--- src/rtl/tetrimino_spawner_if.sv ---
// Handshake and bitmap bundle between the game controller and tetrimino_spawner.
// master = controller side, slave = spawner side.
interface tetrimino_spawner_if #(
    parameter int WIDTH  = 8,
    parameter int HEIGHT = 8
);
    logic                         spawnReq;
    logic [2:0]                   spawnType;
    logic                         rotReq;
    logic [HEIGHT-1:0][WIDTH-1:0] matrixOut;
    logic [2:0]                   typeOut;
    logic [1:0]                   rotOut;
    logic                         valid;
    logic                         spawnAck;

    modport master (
        output spawnReq, spawnType, rotReq,
        input  matrixOut, typeOut, rotOut, valid, spawnAck
    );

    modport slave (
        input  spawnReq, spawnType, rotReq,
        output matrixOut, typeOut, rotOut, valid, spawnAck
    );
endinterface

--- src/rtl/tetrimino_spawner.sv ---
// Registered tetromino source: LFSR draw (7-bag when TETRIMINO_BAG_EN is defined),
// clockwise rotation and request/acknowledge handshake into a HEIGHT x WIDTH bitmap.
module tetrimino_spawner #(
    parameter int          WIDTH     = 8,
    parameter int          HEIGHT    = 8,
    parameter int          SPAWN_MSB = 5,
    parameter logic [15:0] SEED      = 16'hACE1
) (
    input logic                clk,
    input logic                rst,
    tetrimino_spawner_if.slave bus
);

    typedef enum logic [1:0] {StIdle, StDraw, StRender, StHold} state_e;

    state_e                       state_q, state_d;
    logic [15:0]                  lfsr_q;
    logic [2:0]                   type_q, type_d;
    logic [1:0]                   rot_q, rot_d;
    logic [2:0]                   cnt_q, cnt_d;
    logic [HEIGHT-1:0][WIDTH-1:0] matrix_q, matrix_d;
    logic [2:0]                   type_out_q, type_out_d;
    logic [1:0]                   rot_out_q, rot_out_d;
    logic                         valid_q, valid_d;
    logic                         ack_q, ack_d;
    logic [2:0]                   cand;
    logic                         accept;
    logic [2:0]                   fallback;
    logic [1:0]                   rot_next;
`ifdef TETRIMINO_BAG_EN
    logic [6:0]                   bag_q, bag_d;
    logic [7:0]                   bag_ext, bag_ext_n;
`endif

    // Box cell b[r][c] in a 4x4 box, rotated clockwise rot times.
    function automatic logic [3:0][3:0] shape(input logic [2:0] t, input logic [1:0] rot);
        logic [3:0][3:0] b;
        logic [3:0][3:0] n;
        b = '0;
        case (t)
            3'd1: begin b[0][1] = 1'b1; b[1][1] = 1'b1; b[2][1] = 1'b1; b[2][2] = 1'b1; end
            3'd2: begin b[0][1] = 1'b1; b[0][2] = 1'b1; b[1][1] = 1'b1; b[1][2] = 1'b1; end
            3'd3: begin b[0][1] = 1'b1; b[0][2] = 1'b1; b[1][0] = 1'b1; b[1][1] = 1'b1; end
            3'd4: begin b[0][0] = 1'b1; b[0][1] = 1'b1; b[0][2] = 1'b1; b[1][1] = 1'b1; end
            3'd5: begin b[0][0] = 1'b1; b[0][1] = 1'b1; b[1][1] = 1'b1; b[1][2] = 1'b1; end
            3'd6: begin b[0][2] = 1'b1; b[1][2] = 1'b1; b[2][2] = 1'b1; b[3][2] = 1'b1; end
            3'd7: begin b[0][2] = 1'b1; b[1][2] = 1'b1; b[2][1] = 1'b1; b[2][2] = 1'b1; end
            default: ;
        endcase
        for (int s = 0; s < 3; s++) begin
            if (s < int'(rot) && t != 3'd2) begin
                n = '0;
                for (int r = 0; r < 4; r++) begin
                    for (int c = 0; c < 4; c++) begin
                        if (b[r][c]) begin
                            if (t == 3'd6)  n[c][3-r] = 1'b1;
                            else if (r < 3) n[c][2-r] = 1'b1;
                        end
                    end
                end
                b = n;
            end
        end
        return b;
    endfunction

    // Box column 0 lands on SPAWN_MSB, later columns move toward bit 0.
    function automatic logic [HEIGHT-1:0][WIDTH-1:0] place(input logic [3:0][3:0] b);
        logic [HEIGHT-1:0][WIDTH-1:0] m;
        m = '0;
        for (int r = 0; r < 4; r++) begin
            for (int k = 0; k < 4; k++) begin
                m[r][SPAWN_MSB-k] = b[r][k];
            end
        end
        return m;
    endfunction

    assign cand     = lfsr_q[2:0];
    assign rot_next = rot_q + 2'd1;

`ifdef TETRIMINO_BAG_EN
    // Bit 0 stands in for the zero candidate so it is always rejected.
    assign bag_ext = {bag_q, 1'b1};
    assign accept  = !bag_ext[cand];
    always_comb begin
        fallback = 3'd1;
        for (int i = 7; i >= 1; i--) begin
            if (!bag_ext[i]) fallback = 3'(i);
        end
    end
    always_comb begin
        bag_ext_n = bag_ext | (8'd1 << type_q);
        bag_d     = bag_q;
        if (state_q == StRender) bag_d = (&bag_ext_n) ? 7'd0 : bag_ext_n[7:1];
    end
`else
    assign accept   = (cand != 3'd0);
    assign fallback = 3'd1;
`endif

    always_comb begin
        state_d    = state_q;
        type_d     = type_q;
        rot_d      = rot_q;
        cnt_d      = cnt_q;
        matrix_d   = matrix_q;
        type_out_d = type_out_q;
        rot_out_d  = rot_out_q;
        valid_d    = valid_q;
        ack_d      = 1'b0;
        case (state_q)
            StIdle, StHold: begin
                if (bus.spawnReq) begin
                    valid_d = 1'b0;
                    rot_d   = 2'd0;
                    if (bus.spawnType != 3'd0) begin
                        type_d  = bus.spawnType;
                        state_d = StRender;
                    end else begin
                        cnt_d   = 3'd0;
                        state_d = StDraw;
                    end
                end else if (state_q == StHold && bus.rotReq) begin
                    rot_d     = rot_next;
                    rot_out_d = rot_next;
                    matrix_d  = place(shape(type_q, rot_next));
                end
            end
            StDraw: begin
                if (accept) begin
                    type_d  = cand;
                    state_d = StRender;
                end else if (cnt_q == 3'd7) begin
                    type_d  = fallback;
                    state_d = StRender;
                end else begin
                    cnt_d = cnt_q + 3'd1;
                end
            end
            StRender: begin
                matrix_d   = place(shape(type_q, rot_q));
                type_out_d = type_q;
                rot_out_d  = rot_q;
                valid_d    = 1'b1;
                ack_d      = 1'b1;
                state_d    = StHold;
            end
            default: state_d = StIdle;
        endcase
    end

    always_ff @(posedge clk or posedge rst) begin
        if (rst) begin
            state_q    <= StIdle;
            lfsr_q     <= SEED;
            type_q     <= 3'd0;
            rot_q      <= 2'd0;
            cnt_q      <= 3'd0;
            matrix_q   <= '0;
            type_out_q <= 3'd0;
            rot_out_q  <= 2'd0;
            valid_q    <= 1'b0;
            ack_q      <= 1'b0;
`ifdef TETRIMINO_BAG_EN
            bag_q      <= 7'd0;
`endif
        end else begin
            state_q    <= state_d;
            lfsr_q     <= {lfsr_q[14:0], lfsr_q[15] ^ lfsr_q[13] ^ lfsr_q[12] ^ lfsr_q[10]};
            type_q     <= type_d;
            rot_q      <= rot_d;
            cnt_q      <= cnt_d;
            matrix_q   <= matrix_d;
            type_out_q <= type_out_d;
            rot_out_q  <= rot_out_d;
            valid_q    <= valid_d;
            ack_q      <= ack_d;
`ifdef TETRIMINO_BAG_EN
            bag_q      <= bag_d;
`endif
        end
    end

    assign bus.matrixOut = matrix_q;
    assign bus.typeOut   = type_out_q;
    assign bus.rotOut    = rot_out_q;
    assign bus.valid     = valid_q;
    assign bus.spawnAck  = ack_q;

endmodule

--- src/flat_wrapper.sv ---
// flat-port wrapper written by rule: the top's interface ports become plain ports
module tetrimino_spawner_flat 
#(
    parameter int          WIDTH     = 8,
    parameter int          HEIGHT    = 8,
    parameter int          SPAWN_MSB = 5,
    parameter logic [15:0] SEED      = 16'hACE1
)
  (clk, rst, bus_spawnReq, bus_spawnType, bus_rotReq, bus_matrixOut, bus_typeOut, bus_rotOut, bus_valid, bus_spawnAck);
  tetrimino_spawner_if #(.WIDTH(WIDTH), .HEIGHT(HEIGHT)) bus_i ();
  input logic clk;
  input logic rst;
  input wire logic [$bits(bus_i.spawnReq)-1:0] bus_spawnReq;
  input wire logic [$bits(bus_i.spawnType)-1:0] bus_spawnType;
  input wire logic [$bits(bus_i.rotReq)-1:0] bus_rotReq;
  output wire logic [$bits(bus_i.matrixOut)-1:0] bus_matrixOut;
  output wire logic [$bits(bus_i.typeOut)-1:0] bus_typeOut;
  output wire logic [$bits(bus_i.rotOut)-1:0] bus_rotOut;
  output wire logic [$bits(bus_i.valid)-1:0] bus_valid;
  output wire logic [$bits(bus_i.spawnAck)-1:0] bus_spawnAck;
  assign bus_i.spawnReq = bus_spawnReq;
  assign bus_i.spawnType = bus_spawnType;
  assign bus_i.rotReq = bus_rotReq;
  assign bus_matrixOut = bus_i.matrixOut;
  assign bus_typeOut = bus_i.typeOut;
  assign bus_rotOut = bus_i.rotOut;
  assign bus_valid = bus_i.valid;
  assign bus_spawnAck = bus_i.spawnAck;
  tetrimino_spawner #(.WIDTH(WIDTH), .HEIGHT(HEIGHT), .SPAWN_MSB(SPAWN_MSB), .SEED(SEED)) u_core (.clk(clk), .rst(rst), .bus(bus_i));
endmodule
--- config.mk ---
export PLATFORM = sky130hd
export DESIGN_NAME = tetrimino_spawner_flat
export DESIGN_NICKNAME = d
export VERILOG_FILES = /design/src/rtl/tetrimino_spawner_if.sv /design/src/rtl/tetrimino_spawner.sv /design/src/flat_wrapper.sv
export SDC_FILE = /design/constraint.sdc
export NUM_CORES = 1
export LEC_CHECK = 0
export ABC_AREA = 1
export CAP_MARGIN = 20
export CORE_AREA = 2 2 89 91
export CTS_CLUSTER_DIAMETER = 30
export CTS_CLUSTER_SIZE = 14
export DETAILED_ROUTE_END_ITERATION = 10
export DIE_AREA = 0 0 91 93
export PLACE_DENSITY = 0.76
export SKIP_LAST_GASP = 1
export SYNTH_ARGS = -nofsm -noshare
export SYNTH_HDL_FRONTEND = slang
export SYNTH_SLANG_ARGS = --single-unit
--- constraint.sdc ---
create_clock -name clk -period 1.9 [get_ports clk]
set_input_delay 0.57 -clock clk [delete_from_list [all_inputs] [get_ports clk]]
set_output_delay 0.57 -clock clk [all_outputs]
set_load 0.05 [all_outputs]
=== Word-level counts from Yosys, hierarchy flattened ===
Index checks and enable logic that the tools add are counted.

* Add/sub/neg operators: 2
* $mul: 0
* Div/mod/pow operators: 0
* $lt $le $gt $ge: 6
* Eq/ne operators: 20
* Shift-type cells: 0
* Mux-type cells: 222
* Bitwise logic cells: 3
* Reduce and logical (&&, ||, !) cells: 26

{| class="wikitable"
|+ Operators by type and width
! cell !! number
|-
| two-way mux 16 bit || 12
|-
| two-way mux 2 bit || 71
|-
| two-way mux 64 bit || 2
|-
| case mux 64 bit (2 select lines) || 1
|-
| two-way mux 1 bit || 121
|-
| two-way mux 15 bit || 2
|-
| two-way mux 3 bit || 8
|-
| == test 3 bit, second input constant || 5
|-
| case mux 3 bit (2 select lines) || 2
|-
| != test 2 bit, second input constant || 5
|-
| OR reduction 5 bit || 2
|-
| less-than comparator 1 x 2 -> 1 bit, first input constant || 4
|-
| logical AND 1 bit || 7
|-
| == test 3 x 2 -> 1 bit, second input constant || 2
|-
| case mux 2 bit (3 select lines) || 1
|-
| AND reduction 2 bit || 3
|-
| nonzero test 2 bit || 3
|-
| nonzero test 3 bit || 2
|-
| OR reduction 2 bit || 3
|-
| AND reduction 5 bit || 1
|-
| == test 2 bit, second input constant || 2
|-
| less-than comparator 2 bit, first input constant || 2
|-
| != test 2 x 1 -> 1 bit, second input constant || 2
|-
| case mux 2 bit (2 select lines) || 1
|-
| 13 further kinds || 15
|}

* Flip-flop bits (word level): 97
* Bits in latches: 0
* RAM bits: 0
* Memory bits (read-only): 0
* Bits of input ports: 7
* Output and inout bits: 71
* Memories kept: 0

=== Logic depth before layout (Yosys ltp) ===
Gate-level depths: netlist (run 1).

* Depth in word-level cells: 39
* Mapped depth: 15
* Depth with buffers taken out: 15

=== Worst setup path before layout (run 1) ===
Ideal clock, no wire load.

* Kind: reg2reg
* Start: reg u_core.state_q[0]
* End: reg u_core.matrix_q (netlist bit u_core.bus.matrixOut[18])
* Setup time: 128 ps
* Arrival time: 1636 ps
* Data required time: 1772 ps
* Setup slack: 135 ps
* Stages on the path, launching flop included: 13
* Path buffers: 1
* Cell sequence: dfrtp_1 -> inv_1 -> ha_1 -> inv_1 -> nor2_1 -> inv_1 -> nor2_1 -> inv_1 -> nand2_1 -> buf_4 -> o21ai_1 -> a21oi_1 -> a31oi_1

* Longest elaborated chain between the ends: 4

{| class="wikitable"
|+ RTL lines
! item !! RTL line !! source
|-
| start: declaration || tetrimino_spawner.sv:16 || <nowiki>state_e state_q, state_d;</nowiki>
|-
| start signal: assignment || tetrimino_spawner.sv:155 || <nowiki>state_q <= StIdle;</nowiki>
|-
| start signal: assignment || tetrimino_spawner.sv:169 || <nowiki>state_q <= state_d;</nowiki>
|-
| == test 2 bit or zero test 2 bit (tied branches) || tetrimino_spawner.sv:112, tetrimino_spawner.sv:124 ||
|-
| OR reduction 2 bit or logical AND 1 bit (tied branches) || tetrimino_spawner.sv:112, tetrimino_spawner.sv:124 ||
|-
| != test 2 x 1 -> 1 bit (no source line), or another cell as far along || - ||
|-
| AND reduction 3 bit (no source line) || - ||
|-
| end signal: assignment || tetrimino_spawner.sv:174 || <nowiki>matrix_q <= matrix_d;</nowiki>
|-
| end: declaration || tetrimino_spawner.sv:21 || <nowiki>logic [HEIGHT-1:0][WIDTH-1:0] matrix_q, matrix_d;</nowiki>
|}

Several ways; a longest one is shown, not always the timed one.
A chain may end at the register's enable or synchronous reset.

=== Worst setup path after layout (run 1) ===
* Start: reg u_core.state_q[0]
* End: reg u_core.matrix_q (netlist bit u_core.bus.matrixOut[5])

The elaborated chain is that of the path after synthesis.

==> results of run 1 <==
-- synthesized netlist by cell type (all sizes together) --
master | number | area share
o31ai | 1 | 0.0022
o22ai | 3 | 0.0056
conb | 1 | 0.0011
dfstp | 8 | 0.063
a21oi | 8 | 0.012
nand2 | 156 | 0.19
a211oi | 1 | 0.0022
a31oi | 3 | 0.0056
nor3 | 4 | 0.0060
dfrtp | 41 | 0.31
inv | 43 | 0.049
o221ai | 1 | 0.0026
or2 | 3 | 0.0056
buf | 54 | 0.12
o21ai | 26 | 0.040
ha | 9 | 0.034
clkbuf | 3 | 0.0034
xnor2 | 2 | 0.0052
nand4 | 6 | 0.011
nor2 | 40 | 0.051
xor2 | 2 | 0.0052
nand3 | 49 | 0.083
-- stage by stage --
step / instance area, µm² / hold slack, ns / setup slack, ns
floorplan: 3540 / 0.331 / 0.135
global placement: 3780 / 0.341 / -0.185
detailed placement: 3780 / 0.336 / -0.226
CTS: 3900 / 0.362 / 0.0111
global route: 3940 / 0.369 / 0.0123
finish: 3940 / 0.360 / 0.116
-- power groups by stage --
stage,Clock [mW],Combinational [mW],Sequential (mW)
6_report,0.757,5.21,1.52
5_1_grt,0.817,5.67,1.55
4_1_cts,0.776,5.06,1.52
3_5_place_dp,0,5.04,1.54
3_3_place_gp,0,5.03,1.53
2_1_floorplan,0,2.90,2.16
-- final cells by class --
type | instances | area (µm²)
clock buffer | 5 | 68.8
sequential | 49 | 1240
multi-input combinational | 362 | 1760
clock inverter | 3 | 46.3
fill | 749 | 3590
inverter | 43 | 164
timing repair buffer | 64 | 533
tap | 102 | 128
-- cell families (layout without fill, tap and decap cells) --
kind of cell    Yosys count  after routing  synth area share
simple gates            258            258             0.347
buf+inv                 100            115             0.171
flops                    49             49             0.368
xor+xnor                  4              4            0.0104
compound gates           43             43            0.0700
fa+ha+maj                 9              9            0.0335
other cells               1             48           0.00112
-- cells in the final DEF, fill, tap and decap left out, types with 3 or more instances in the layout --
cell type / instances
ha_1: 8
inv_2: 12
nor2_4: 3
buf_12: 3
nor2_1: 33
nand2_4: 7
nor3_1: 4
nor2_2: 4
nand3_1: 44
o21ai_0: 17
nand2_2: 4
dfrtp_1: 40
or2_2: 3
nand4_1: 6
dfstp_2: 8
inv_1: 30
o22ai_1: 3
clkdlybuf4s50_1: 6
nand2_1: 145
a21oi_1: 8
o21ai_1: 8
a31oi_1: 3
conb_1: 48
clkbuf_8: 5
nand3_2: 4
buf_4: 55
-- sequential cells by signal, summed over array words and instances (netlist names) --
signal / flops
u_core.bus.matrixOut: 16
u_core.bus.rotOut: 2
u_core.lfsr_q: 16
u_core.state_q: 2
u_core.rot_q: 2
u_core.bus.valid: 1
u_core.bus.typeOut: 3
u_core.cnt_q: 3
u_core.type_q: 3
u_core.bus.spawnAck: 1
-- metal layers --
layer | share of wire | vias to the layer above | global-route usage
met3 | 0.067 | 21 | 0.0322
met4 | 0.024 | 0 | 0.0694
met5 | 0 | - | 0
li1 | - | 1500 | -
met1 | 0.44 | 1381 | 0.243
met2 | 0.47 | 141 | 0.320
-- worst reg2reg max path, delay by kind of cell, from the launching register on --
kind / cells / cell delay [ns]
flip-flops: 1 / 0.36
adder cells (fa/ha/maj): 1 / 0.32
AND/OR/NAND/NOR: 5 / 0.49
buffers and inverters: 6 / 0.51
-- what timing repair did --
action | 4_1_cts | 5_1_grt
endpoints found under the setup margin | 0 | 16
buffers inserted | 0 | 1
resized for setup | 0 | 15
-- worst paths after layout --
path / endpoint / depth (start not counted)
worst min register to register: u_core.lfsr_q[6] / 0
worst min-delay path: u_core.lfsr_q[6] / 0
max in group asynchronous: u_core.lfsr_q[15] / 3
min in group asynchronous: u_core.bus.matrixOut[26] / 3
worst max register to register: u_core.bus.matrixOut[5] / 12
worst max-delay path: u_core.bus.matrixOut[5] / 12
==> qor.txt, run 1 <==
HP Class: reg2reg
Die X: 91 µm
Grt total ovfl: 0
Clock-pin slew on the worst setup and hold paths: 0.09 ns
Final Skew: 0.00602 ns
Register area share after synthesis: 0.368
Top Ports: 78
Num rows: 32
Final RePlAce weighted congestion: 0.929
Worst path max stage delay: 0.36 ns
Yosys cell types: 33
FF-to-FF setup slack: 0.12 ns
Final worst-path cycle share: 0.939
TritonCTS clock tree: built
Post-synthesis register bit count: 49
Vias/cell: 4.85
Setup crit end kind: flop
Via count: 3043
Num Clock Sinks: 49
Per-cell routed wire length: 12.6 µm
Layout cells sized above 1: 0.221
Final wirelength: 7900 µm
Share of power burned in registers: 0.203
Logic pwr share: 0.696
Worst Path Max Fanout: 6
Slowest stage cell, crit path: dfrtp_1
Cts bufs inserted: 5
Clock tree buffer depth: 2
Max-Cap Viols: 0
Power Density: 1900 mW/mm²
DRC: 0
Max VDD drop: 0.00103 V
Overall Power: 7.49 mW
Cell chain of the critical path: inv_1, ha_1, inv_2, nor2_2, inv_1, nor2_2, inv_1, nand2_4, buf_4, or2_2, nand2_1, inv_1
Vias in the first global route: 2737
I/O Buffers: 29
Max-slew violation count: 0
Static Leakage: 2.10 nW
Area grow syn2layout: 17.2%
Total die area: 0.00846 mm²
Gr usage total: 0.189
Critical Path AT: 2.00 ns
Worst Path Required: 2.11 ns
Buf/Inv on CP: 6
Most Frequent Cell on Critical Path: inv_1
Dpl cells: 619
Root buffer cell: clkbuf_8
H-tree depth: 2
Hold Startpoint: u_core.lfsr_q[5]
F_max: 560 MHz
Crit start category: flop
DP Wirelength: 6170 µm
Setup TNS: 0 ns
RSZ-0062 raised after global routing: false
Nets: 541
Largest net degree at the start of global routing: 50
Net Sw Power: 3.99 mW
First-pass GRT wire length: 12800 µm
Post-route ant nets: 0
Avg Cell Area, Syn: 7.24 µm²
Crit Path Category: reg2reg
Switching share of power: 0.533
Initial antenna violation count: 0
Yosys warning count: 0
Crit. Startpoint: u_core.state_q[0]
Final Hold Vio Count: 0
Core area: 0.00753 mm²
Detailed Route Iter0 Violations: 189
Minimum clock period: 1.78 ns
Hold buffer count at CTS: 0
Mapped cell area: 0.00336 mm²
Die H: 93 µm
Post-Layout Cell Count: 628
FF-to-FF Start: u_core.state_q[0]
Clock Latency Late Sink: 0.31 ns
Mapped Cells: 464
Clock share of power: 0.101
First-pass DRT Iterations: 5
Setup violations, final: 0
Status: completed
Initial Utilization: 0.446
Internal: 3.50 mW
Diodes inserted: 0
Post-layout util: 0.523
Critical path's top delay family: buffers and inverters
No activity file was read; power rests on OpenSTA's default activity.
==> run 2: changes to the inputs <==
Settings changed: MAX_ROUTING_LAYER set to met4.
==> qor.txt, run 2 (synthesis gave the netlist of run 1 again) <==
HP Class: reg2reg (unchanged)
Per-cell routed wire length: 12.7 µm (was 12.6 µm)
DRC: 0 (unchanged)
Gr usage total: 0.192 (was 0.189)
Initial antenna violation count: 0 (unchanged)
Hold buffer count at CTS: 0 (unchanged)
Worst Path Required: 2.09 ns (was 2.11 ns)
Area after DPL: 0.00376 mm² (was 0.00378 mm²)
Max VDD drop: 0.00103 V (about the same)
FF-to-FF setup slack: 0.06 ns (was 0.12 ns)
Power Density: 1870 mW/mm² (was 1900 mW/mm²)
Detailed Route Iter0 Violations: 175 (was 189)
Total die area: 0.00846 mm² (unchanged)
Crit start category: flop (unchanged)
Dpl cells: 618 (was 619)
RSZ-0062 raised after global routing: true (was false)
Sequential Area: 0.00124 mm² (about the same)
Minimum clock period: 1.84 ns (was 1.78 ns)
Initial Utilization: 0.446 (unchanged)
Post-Layout Cell Count: 630 (was 628)
Final RePlAce weighted congestion: 0.933 (was 0.929)
Num rows: 32 (unchanged)
Setup violations, final: 0 (unchanged)
Area grow syn2layout: 17.2% (unchanged)
DP Wirelength: 6110 µm (was 6170 µm)
Core area: 0.00753 mm² (unchanged)
Cts bufs inserted: 5 (unchanged)
First-pass DRT Iterations: 6 (was 5)
Die H: 93 µm (unchanged)
Num Clock Sinks: 49 (unchanged)
F_max: 544 MHz (was 560 MHz)
Overall Power: 7.36 mW (was 7.49 mW)
I/O Buffers: 29 (unchanged)
Post-route ant nets: 0 (unchanged)
Clock-pin slew on the worst setup and hold paths: 0.09 ns (about the same)
Post-route design area: 0.00394 mm² (unchanged)
Clock tree buffer depth: 2 (unchanged)
Largest net degree at the start of global routing: 50 (unchanged)
Final Hold Vio Count: 0 (unchanged)
Static Leakage: 2.09 nW (was 2.10 nW)
Max-Cap Viols: 0 (unchanged)
TritonCTS clock tree: built (unchanged)
Setup crit end kind: flop (unchanged)
Layout cells sized above 1: 0.227 (was 0.221)
Max-slew violation count: 0 (unchanged)
DP Worst Slack: -0.231 ns (was -0.226 ns)
Vias in the first global route: 2674 (was 2737)
Area of the multi-input gates: 0.00177 mm² (was 0.00176 mm²)
Status: completed (unchanged)
Grt total ovfl: 0 (unchanged)
H-tree depth: 2 (unchanged)
Critical Path AT: 2.03 ns (was 2.00 ns)
Fill count: 745 (was 749)
Top Ports: 78 (unchanged)
Crit Path Category: reg2reg (unchanged)
Nets: 543 (was 541)
Die X: 91 µm (unchanged)
Via count: 3034 (was 3043)
First-pass GRT wire length: 12800 µm (about the same)
Final worst-path cycle share: 0.967 (was 0.939)
Commonest non-fill, non-tap cells in the layout: nand2_1 (146), buf_4 (58), conb_1 (48), nand3_1 (44), dfrtp_1 (38) (was nand2_1 (145), buf_4 (55), conb_1 (48), nand3_1 (44), dfrtp_1 (40))
Clock Latency Late Sink: 0.31 ns (about the same)
Final wirelength: 7980 µm (was 7900 µm)
Commonest non-fill, non-tap cell in the layout: nand2_1 (unchanged)
Worst Path Max Fanout: 9 (was 6)
Diodes inserted: 0 (unchanged)
Final Skew: 0.0102 ns (was 0.00602 ns)
Vias/cell: 4.82 (was 4.85)
Final setup margin: 0.0629 ns (was 0.116 ns)
Root buffer cell: clkbuf_8 (unchanged)
==> run 2: cell types whose count changed in the layout (fill, tap and decap cells not counted), sizes merged <==
cell    before  now
buf         58   60
bufinv       1    0
inv         43   44
==> run 2: final cells by class <==
type | count | share of cell area
Multi-Input combinational cell | 362 | 0.451
Clock buffer | 5 | 0.0175
Sequential cell | 49 | 0.315
Clock inverter | 3 | 0.00636
Tap cell | 102 | 0.0324
Timing Repair Buffer | 66 | 0.136
Inverter | 43 | 0.0423
==> run 2: worst paths after layout <==
kind,start,endpoint,cells past startpoint
min in group asynchronous,rst,u_core.bus.matrixOut[3],3
worst max register to register,u_core.rot_q[0],u_core.bus.matrixOut[28],10
max in group asynchronous,rst,u_core.lfsr_q[15],3
worst max-delay path,u_core.rot_q[0],u_core.bus.matrixOut[28],10
worst min-delay path,u_core.lfsr_q[3],u_core.lfsr_q[4],0
worst min register to register,u_core.lfsr_q[3],u_core.lfsr_q[4],0
==> run 2: where the power goes <==
| group | internal (mW) | switching, mW |
|---|---|---|
| combinational | 1.76 | 3.42 |
| clock | 0.266 | 0.369 |
| sequential | 1.33 | 0.215 |
==> run 2: worst max-delay path, cell delays in order, from the launching register on <==
cell and delay [ns]:
dfrtp_2 0.46, inv_1 0.13, buf_4 0.14, ha_1 0.22, nand2_4 0.11, inv_2 0.14, nor2_4 0.06, inv_1 0.11
nor2_1 0.05, nor3_1 0.21, a21oi_1 0.09
==> run 2: repair_timing <==
item	CTS	global route
pin swaps	0	2
setup buffers	0	4
endpoints found under the setup margin	3	17
gates cloned	0	0
resized for setup	1	14
==> run 2: metrics by stage <==
step,TNS (ns),util,hold slack [ns]
after floorplan,0,-,0.331
after global placement,-2.33,0.500,0.336
after detailed placement,-3.30,0.500,0.338
after CTS,0,0.512,0.362
after global routing,-0.367,0.523,0.368
final,0,0.523,0.358
==> run 2: routing by layer <==
layer | GRT usage | wire (µm) | up-vias | share of wire
li1 | - | - | 1507 | -
met1 | 0.253 | 3650 | 1382 | 0.46
met2 | 0.312 | 3770 | 127 | 0.47
met3 | 0.0322 | 421 | 18 | 0.053
met4 | 0.0480 | 136 | 0 | 0.017
met5 | - | 0 | - | 0
==> run 3: changes to the inputs <==
Settings changed: GPL_TIMING_DRIVEN set to 0.
==> qor.txt, run 3 (synthesis gave the netlist of run 1 again) <==
Status: completed (unchanged)
Crit start category: flop (unchanged)
DRC: 0 (unchanged)
Root buffer cell: clkbuf_8 (unchanged)
RSZ-0062 raised after global routing: true (unchanged)
Dpl cells: 643 (was 618)
Power Density: 1740 mW/mm² (was 1870 mW/mm²)
Initial antenna violation count: 0 (unchanged)
Clock Latency Late Sink: 0.31 ns (about the same)
Setup TNS: 0 ns (unchanged)
Critical Path AT: 2.05 ns (was 2.03 ns)
Worst Path Required: 2.14 ns (was 2.09 ns)
Area after DPL: 0.00398 mm² (was 0.00376 mm²)
H-tree depth: 2 (unchanged)
Cts bufs inserted: 5 (unchanged)
Clock-pin slew on the worst setup and hold paths: 0.10 ns (was 0.09 ns)
Setup crit end kind: flop (unchanged)
Grt total ovfl: 0 (unchanged)
First-pass DRT Iterations: 5 (was 6)
Num Clock Sinks: 49 (unchanged)
Max-slew violation count: 0 (unchanged)
Final wirelength: 8290 µm (was 7980 µm)
DP Wirelength: 6330 µm (was 6110 µm)
Minimum clock period: 1.81 ns (was 1.84 ns)
Post-Layout Cell Count: 664 (was 630)
WHS: 0.358 ns (about the same)
Vias in the first global route: 2768 (was 2674)
Die X: 91 µm (unchanged)
Final worst-path cycle share: 0.953 (was 0.967)
Largest net degree at the start of global routing: 36 (was 50)
Fill count: 728 (was 745)
Final Skew: 0.0114 ns (was 0.0102 ns)
Post-route design area: 0.00431 mm² (was 0.00394 mm²)
Crit Path Category: reg2reg (unchanged)
Clock tree buffer depth: 2 (unchanged)
Via count: 3148 (was 3034)
Max VDD drop: 0.00108 V (was 0.00103 V)
Nets: 577 (was 543)
Gr usage total: 0.203 (was 0.192)
Die H: 93 µm (unchanged)
Per-cell routed wire length: 12.5 µm (was 12.7 µm)
Detailed Route Iter0 Violations: 271 (was 175)
Vias/cell: 4.74 (was 4.82)
HP Class: reg2reg (unchanged)
Initial Utilization: 0.446 (unchanged)
Core area: 0.00753 mm² (unchanged)
Commonest non-fill, non-tap cells in the layout: nand2_1 (145), buf_4 (65), conb_1 (48), nand3_1 (42), dfrtp_1 (37) (was nand2_1 (146), buf_4 (58), conb_1 (48), nand3_1 (44), dfrtp_1 (38))
Layout cells sized above 1: 0.263 (was 0.227)
TritonCTS clock tree: built (unchanged)
Setup violations, final: 0 (unchanged)
Final Hold Vio Count: 0 (unchanged)
Area grow syn2layout: 28.1% (was 17.2%)
Static Leakage: 2.31 nW (was 2.09 nW)
Max-Cap Viols: 0 (unchanged)
Post-route ant nets: 0 (unchanged)
Diodes inserted: 0 (unchanged)
First-pass GRT wire length: 13400 µm (was 12800 µm)
Worst Path Max Fanout: 6 (was 9)
Total die area: 0.00846 mm² (unchanged)
I/O Buffers: 29 (unchanged)
Top Ports: 78 (unchanged)
F_max: 552 MHz (was 544 MHz)
Commonest non-fill, non-tap cell in the layout: nand2_1 (unchanged)
Final RePlAce weighted congestion: 0.974 (was 0.933)
Num rows: 32 (unchanged)
[run 3: cell count changes in the layout (fill, tap and decap cells not counted), moves of 2 or more]
cell	change
dlygate4sd2_1	+23
buf_4	+7
inv_1	-5
nor2_1	-4
o21ai_2	+4
o21ai_0	-3
inv_4	+2
nand2_4	-2
nand2_8	+2
nand3_1	-2
nor2_2	+2
nor2_4	+2
[run 3: worst max-delay path, cell delays in order, from the launching register on]
cell and delay [ns]:
dfrtp_2 0.46, inv_4 0.09, ha_4 0.15, clkinvlp_4 0.14, buf_4 0.16, nor2_1 0.17, nand2_1 0.08, o21ai_1 0.17
nand3_1 0.11, nand2_1 0.08, nor2_1 0.04, nor2_1 0.09
[run 3: area by class of cell]
cell class	count	area [µm²]	area share
Buffer	56	415	0.0965
Clock inverter	2	16.3	0.00378
Clock buffer	6	82.6	0.0192
Sequential cell	49	1240	0.288
Tap cell	102	128	0.0296
Inverter	43	180	0.0418
Timing Repair Buffer	44	387	0.0898
Multi-Input combinational cell	362	1860	0.431
[run 3: per-layer routing]
metal	GRT usage	up-vias	wire [µm]
li1	-	1578	-
met1	0.264	1438	3710
met2	0.332	113	3850
met3	0.0298	19	527
met4	0.0593	0	193
met5	-	-	0
[run 3: path summary, 6_finish.rpt]
kind / start / to / slack, ns / cells past startpoint
max: u_core.rot_q[0] / u_core.bus.matrixOut[19] / 0.09 / 11
min: u_core.lfsr_q[3] / u_core.lfsr_q[4] / 0.36 / 0
max in group asynchronous: rst / u_core.lfsr_q[7] / 0.82 / 3
max reg2reg: u_core.rot_q[0] / u_core.bus.matrixOut[19] / 0.09 / 11
min reg2reg: u_core.lfsr_q[3] / u_core.lfsr_q[4] / 0.36 / 0
min in group asynchronous: rst / u_core.bus.matrixOut[11] / 0.53 / 2
[run 3: stage by stage]
step                      power, mW   util  setup slack, ns
after floorplan                5.06      -            0.135
after global placement         6.25  0.525           -0.712
after detailed placement       6.27  0.528           -0.378
after CTS                      7.10  0.552           0.0103
after global routing           8.10  0.572          -0.0809
final                          7.49  0.572           0.0896
[run 3: repair_timing]
item | in CTS | in global routing
hold buffers | 0 | 0
endpoints found under the setup margin | 47 | 22
pin swaps | 2 | 10
resized for setup | 40 | 34
cloned | 0 | 0
setup buffers | 8 | 6
[run 3: power by group]
| part | internal [mW] | switching, mW | total (mW) | leakage [nW] |
|---|---|---|---|---|
| registers | 1.33 | 0.173 | 1.50 | 0.605 |
| clock network | 0.301 | 0.385 | 0.685 | 0.0478 |
| logic | 1.71 | 3.59 | 5.30 | 1.66 |
